**config.mk**
```make
export PLATFORM = sky130hd
export DESIGN_NAME = acumulador_selectivo_param
export DESIGN_NICKNAME = d
export VERILOG_FILES = /design/src/rtl/acumulador_selectivo_param.sv
export SDC_FILE = /design/constraint.sdc
export NUM_CORES = 1
export LEC_CHECK = 0
export CELL_PAD_IN_SITES_DETAIL_PLACEMENT = 1
export CELL_PAD_IN_SITES_GLOBAL_PLACEMENT = 1
export CORE_ASPECT_RATIO = 2
export CORE_MARGIN = 4
export CORE_UTILIZATION = 40
export CTS_BUF_LIST = sky130_fd_sc_hd__clkbuf_4
export DETAILED_ROUTE_END_ITERATION = 10
export PLACE_DENSITY_LB_ADDON = 0.1
export SLEW_MARGIN = 20
export SYNTH_ARGS = -nofsm -noshare
export SYNTH_HDL_FRONTEND = slang
export SYNTH_SLANG_ARGS = --single-unit
```
**constraint.sdc**
```tcl
create_clock -name clk -period 9.5 [get_ports clk]
set_input_delay 2.85 -clock clk [delete_from_list [all_inputs] [get_ports clk]]
set_output_delay 2.85 -clock clk [all_outputs]
set_load 0.005 [all_outputs]
```
**src/rtl/acumulador_selectivo_param.sv**
```systemverilog
// Selective adder/subtractor feeding a registered accumulator with wrap or saturate on
// out-of-range results, plus overflow pulse, sticky flag, valid strobe and sample counter.
module acumulador_selectivo_param #(
   parameter int NB_DATA  = 3,
   parameter int NB_ACC   = 6,
   parameter int SATURATE = 0,
   parameter int NB_CNT   = 8
) (
   input  logic              clk,
   input  logic              i_rst,
   input  logic [NB_DATA-1:0] i_data1,
   input  logic [NB_DATA-1:0] i_data2,
   input  logic [1:0]        i_sel,
   input  logic              i_sub,
   input  logic              i_valid,
   input  logic              i_clear,
   output logic [NB_ACC-1:0] o_data,
   output logic              o_overflow,
   output logic              o_ovf_sticky,
   output logic              o_valid,
   output logic [NB_CNT-1:0] o_count
);

   localparam bit                SAT_EN  = (SATURATE != 0);
   localparam logic [NB_CNT-1:0] CNT_ONE = {{(NB_CNT-1){1'b0}}, 1'b1};

   logic [NB_DATA:0]    operand_s;
   logic [NB_ACC:0]     operand_ext_s;
   logic [NB_ACC:0]     result_s;
   logic                flow_s;
   logic [NB_ACC-1:0]   next_data_s;

   logic [NB_ACC-1:0]   data_r;
   logic                overflow_r;
   logic                sticky_r;
   logic                valid_r;
   logic [NB_CNT-1:0]   count_r;

   // Operand selection; A+B is formed one bit wider so it never truncates.
   always_comb begin
      operand_s = {(NB_DATA+1){1'b0}};
      case (i_sel)
         2'b00:   operand_s = {1'b0, i_data2};
         2'b01:   operand_s = {1'b0, i_data1} + {1'b0, i_data2};
         2'b10:   operand_s = {1'b0, i_data1};
         2'b11:   operand_s = {(NB_DATA+1){1'b0}};
         default: operand_s = {(NB_DATA+1){1'b0}};
      endcase
   end

   // Extra top bit of the result is the carry on add and the borrow on subtract.
   always_comb begin
      operand_ext_s = {{(NB_ACC-NB_DATA){1'b0}}, operand_s};
      result_s      = {(NB_ACC+1){1'b0}};
      if (i_sub) begin
         result_s = {1'b0, data_r} - operand_ext_s;
      end else begin
         result_s = {1'b0, data_r} + operand_ext_s;
      end
      flow_s = result_s[NB_ACC];
   end

   // Out-of-range handling: clamp toward the violated bound or keep the wrapped bits.
   always_comb begin
      next_data_s = result_s[NB_ACC-1:0];
      if (SAT_EN && flow_s) begin
         if (i_sub) begin
            next_data_s = {NB_ACC{1'b0}};
         end else begin
            next_data_s = {NB_ACC{1'b1}};
         end
      end else begin
         next_data_s = result_s[NB_ACC-1:0];
      end
   end

   // State update with priority reset > clear > accepted sample > hold.
   always_ff @(posedge clk) begin
      if (i_rst) begin
         data_r     <= {NB_ACC{1'b0}};
         overflow_r <= 1'b0;
         sticky_r   <= 1'b0;
         valid_r    <= 1'b0;
         count_r    <= {NB_CNT{1'b0}};
      end else if (i_clear) begin
         data_r     <= {NB_ACC{1'b0}};
         overflow_r <= 1'b0;
         sticky_r   <= 1'b0;
         valid_r    <= 1'b0;
         count_r    <= {NB_CNT{1'b0}};
      end else if (i_valid) begin
         data_r     <= next_data_s;
         overflow_r <= flow_s;
         sticky_r   <= sticky_r | flow_s;
         valid_r    <= 1'b1;
         count_r    <= count_r + CNT_ONE;
      end else begin
         overflow_r <= 1'b0;
         valid_r    <= 1'b0;
      end
   end

   assign o_data       = data_r;
   assign o_overflow   = overflow_r;
   assign o_ovf_sticky = sticky_r;
   assign o_valid      = valid_r;
   assign o_count      = count_r;

endmodule
```
Word level (Yosys, flattened, before mapping)
Cells that the tools add are included.
Widths: inputs -> output; s select.
{ "classes": {"addsub": 4, "n_eq_ne": 3, "n_mux": 3, "n_bitwise": 2, "n_reduce_logical": 3} }
{ "op_table": {"columns": ["op", "count"], "rows": [
  ["$pmux 4 s4", 1],
  ["$add 8x1->8 const B", 1],
  ["$add 6x4->7", 1],
  ["$mux 7", 1],
  ["$sub 6x4->7", 1],
  ["$add 3x3->4", 1],
  ["$eq 2x2->1 const B", 2],
  ["$reduce_or 3->1", 1],
  ["$eq 2x1->1 const B", 1],
  ["$logic_not 2->1", 1],
  ["$reduce_or 2->1", 1],
  ["$mux 1", 1],
  ["$not 1->1", 1],
  ["$or 1x1->1", 1]
]} }
{ "word_totals": {"regBits": 17, "output_inout_bits": 17} }

Depth between registers and ports, before layout
{ "logic_depth": {"word_depth": 5, "mapped_depth": 12} }

Worst setup path before layout
No wires, ideal clock.
{ "synth_timing": {"path_kind": "input to register", "startpoint": "input i_data1[0]", "endpoint": "register data_r[5] (netlist: o_data[5])", "t_arrival_ns": 5.169, "slack_ns": 4.194, "stages": 10, "n_path_buf": 0, "cell_sequence": "ha_1 -> fa_1 -> a2bb2oi_1 -> ha_1 -> a21oi_1 -> ha_1 -> nor2b_1 -> o21a_1 -> o311ai_0 -> o211ai_1"} }
{ "synth_between": {"elab_chain_cells": 4} }
{ "synth_lines": {"columns": ["element", "line_no", "text"], "rows": [
  ["from (decl)", "11", "input logic [NB_DATA-1:0] i_data1,"],
  ["$add 3x3->4", "44", "2'b01: operand_s = {1'b0, i_data1} + {1'b0, i_data2};"],
  ["$pmux 4 s4 (*)", "42", "case (i_sel)"],
  ["$add 6x4->7 or $sub 6x4->7 (tied branches)", "58, 56", null],
  ["$mux 7 (*)", "55", "if (i_sub) begin"],
  ["to (signal assigned)", "80", "data_r <= {NB_ACC{1'b0}};"],
  ["to (signal assigned)", "86", "data_r <= {NB_ACC{1'b0}};"],
  ["to (signal assigned)", "92", "data_r <= next_data_s;"],
  ["to (decl)", "33", "logic [NB_ACC-1:0] data_r;"]
]} }
Mark *: on every way between the ends. The rest lies on a longest branch, timed or not.
A chain may end at the register's enable or synchronous reset.

Final worst setup path
Ends and elaborated chain as after synthesis.

==> results_dict.tcl <==
set metrics [dict create \
    antenna_found_initial 0 \
    finalWirelength_um 2921 \
    grt_max_degree 16 \
    via_count 1068 \
    diodes 0 \
    netlist_instances 128 \
    synth.net_count 154 \
    power_density_nw_per_um2 122.3 \
    cellInternalPower_uw 125.7 \
    grt_overflow 0 \
    r2r_slack_ns 7.56 \
    p_leak_nw 0.5746 \
    synthAdderAreaFrac_pct 15.52 \
    syn-cell-area_um2 1145 \
    outcome "finished, final reports clean" \
    fin_crit_sh_pct 60.00 \
    grtUsageTotal_pct 17.94 \
    clk_pin_slew_worst_paths_ns 0.10 \
    synth_xor_area_share_pct 7.650 \
    synth_top_family_by_area "compound AO/OA/AOI/OAI gates" \
    synth_warnings 0 \
    synthSimpleGateAreaFrac_pct 18.58 \
    placed_cells 184 \
    placed_area_um2 1463 \
    p_clk_share_pct 22.6 \
    cts_max_level 1 \
    cp_max_fo 4 \
    stdcell_count 188 \
    core-area_um2 2736 \
    boundaryPins 30 \
    ctsHoldBuffers 0 \
    hp-class "flop to flop" \
    max-slew-margin-rel_pct 61.02 \
    wl_per_cell_um 15.54 \
    cap_violations 0 \
    rsz0062_at_grt "false" \
    clock_sinks 17 \
    yosys.cell_types.count 39 \
    path_class "primary input to flop" \
    first_global_vias 1233 \
    pwr-share-comb_pct 35.2 \
    start_util_pct 41.84 \
    hold_viol 0 \
    finalCriticalPeriod_ns 5.700 \
    die_w_um 45.83 \
    max_freq_mhz 175.4 \
    die_h_um 83.66 \
    cts_setup_buffers 0 \
    cts.path.max_buffers 2 \
    ant_nets 0 \
    cts_tree "done" \
    finalClockSkew_ns 0.004687 \
    gp_congestion 0.8892 \
    ys_seq_area_share_pct 29.73 \
    nets 186 \
    drive_gt1_share_pct 6.918 \
    setup_viol 0 \
    critPathArrivalTime_ns 5.87 \
    initialDrtViolationCount 17 \
    crit_path_end_kind "flop" \
    peakVddDrop_uv 81.47 \
    viasPerCell 5.681 \
    required_ns 9.67 \
    tns_ns 0 \
    critPathLaunchType "primary input" \
    syn_to_final_growth_pct 30.38 \
    drcViolationCount 0 \
    first_pass_iters 4 \
    place_hpwl_um 2576 \
    worst_pin_slew_ns 0.5829 \
    synth-compound-area-share_pct 20.44 \
    swShare_pct 31.17 \
    synth_seq_cells 17 \
    dieArea_um2 3834 \
    power_switching_uw 56.93 \
    fin_area_um2 1493 \
    synth_area_per_cell_um2 8.944 \
    drv_slew 0 \
    synthMuxAreaShare_pct 4.372 \
    seqPwrFrac_pct 42.1 \
    cts-root-buf "clkbuf_4" \
    cts_resized 0 \
    rows 27 \
    clk_latency_ns 0.29 \
    grt_pass1_wl_um 5244 \
    cts_buffers 3 \
    finalPower_uw 182.6 \
    port_buffers 29 \
]
==> per-layer routing <==
metal | wire length (um) | GRT usage, % | up-vias | part of all wire (%)
li1 | - | - | 527 | -
met1 | 949 | 16.07 | 511 | 32
met2 | 1814 | 35.29 | 23 | 62
met3 | 93 | 2.592 | 7 | 3.2
met4 | 63 | 7.513 | 0 | 2.2
met5 | 0 | 0 | - | 0
==> kinds of logic after synthesis <==
group	count (synthesis)
fa+ha+maj	13
xor+xnor	10
mux	5
simple gates	41
compound gates	31
flops	17
buf+inv	11
==> path summary, 6_finish.rpt <==
kind                 from      endpoint  depth (start not counted)
min          o_ovf_sticky  o_ovf_sticky                          2
min reg2reg  o_ovf_sticky  o_ovf_sticky                          2
max            i_data1[0]     o_data[5]                         11
max reg2reg     o_data[0]  o_ovf_sticky                          8
==> stage by stage <==
stage | setup slack [ns] | hold slack [ns] | utilization (%)
2_1_floorplan | 4.194 | 0.4743 | -
3_5_place_dp | 3.459 | 0.4884 | 53.45
4_1_cts | 3.769 | 0.5033 | 54.55
6_report | 3.800 | 0.4979 | 54.55
3_3_place_gp | 3.571 | 0.4693 | 53.45
5_1_grt | 3.492 | 0.5182 | 54.55
==> power groups by stage <==
| stage | clock network, mW | logic (mW) | registers, mW |
|---|---|---|---|
| 2_1_floorplan | 0 | 0.0415 | 0.0785 |
| 3_3_place_gp | 0 | 0.0620 | 0.0785 |
| 3_5_place_dp | 0 | 0.0651 | 0.0787 |
| 4_1_cts | 0.0429 | 0.0655 | 0.0770 |
| 5_1_grt | 0.0471 | 0.0732 | 0.0775 |
| 6_report | 0.0413 | 0.0644 | 0.0769 |
==> Yosys cell counts, drive strengths merged <==
master | count | share of area [%]
dfxtp | 17 | 30
nor2 | 13 | 4.3
ha | 11 | 12
inv | 9 | 3.0
nand2 | 8 | 2.6
mux2i | 5 | 4.4
o21ai | 5 | 2.5
xnor2 | 5 | 3.8
xor2 | 5 | 3.8
a21oi | 4 | 1.7
nand3 | 4 | 1.7
a211oi | 3 | 2.0
a31oi | 3 | 3.0
nand4 | 3 | 1.6
nor3 | 3 | 1.3
o21a | 3 | 2.0
or3 | 3 | 2.1
fa | 2 | 3.5
o2111ai | 2 | 1.5
o211ai | 2 | 1.3
o31ai | 2 | 1.3
or2 | 2 | 1.1
a2bb2oi | 1 | 0.77
a41o | 1 | 0.87
and2b | 1 | 0.77
and3 | 1 | 0.55
buf | 1 | 0.44
clkbuf | 1 | 0.33
nand2b | 1 | 1.2
nand4b | 1 | 0.77
nor2b | 1 | 0.55
o21bai | 1 | 0.66
o22a | 1 | 0.77
o22ai | 1 | 0.55
o311ai | 1 | 0.77
o31a | 1 | 0.77
==> registers in the layout (all words and copies together) (netlist names) <==
| signal | flops |
|---|---|
| o_count | 8 |
| o_data | 6 |
| o_overflow | 1 |
| o_ovf_sticky | 1 |
| o_valid | 1 |
==> cell type report <==
cell class                 instances  area, um^2
inverter                           9       33.78
multi-input combinational        100       762.0
sequential                        17       340.3
tap                               29       36.28
timing repair buffer              29       290.3
fill                             344        1244
clock buffer                       4       30.03
==> worst max-delay path, cell delays in order <==
cell and delay, ns:
clkdlybuf4s50_1 0.43, ha_1 0.24, fa_1 0.43, a2bb2oi_1 0.30
ha_1 0.30, a21oi_1 0.25, ha_1 0.28, nor2b_1 0.13
o21a_1 0.22, o311ai_0 0.30, o211ai_1 0.15
==> cells in the final DEF, fill, tap and decap left out, types with 5 or more instances in the layout <==
cell             count
xor2_1               5
nand2_1              8
clkdlybuf4s50_1     29
dfxtp_1             17
xnor2_1              5
inv_1                9
ha_1                11
mux2i_1              5
nor2_1              13
No activity file was read; power rests on OpenSTA's default activity.
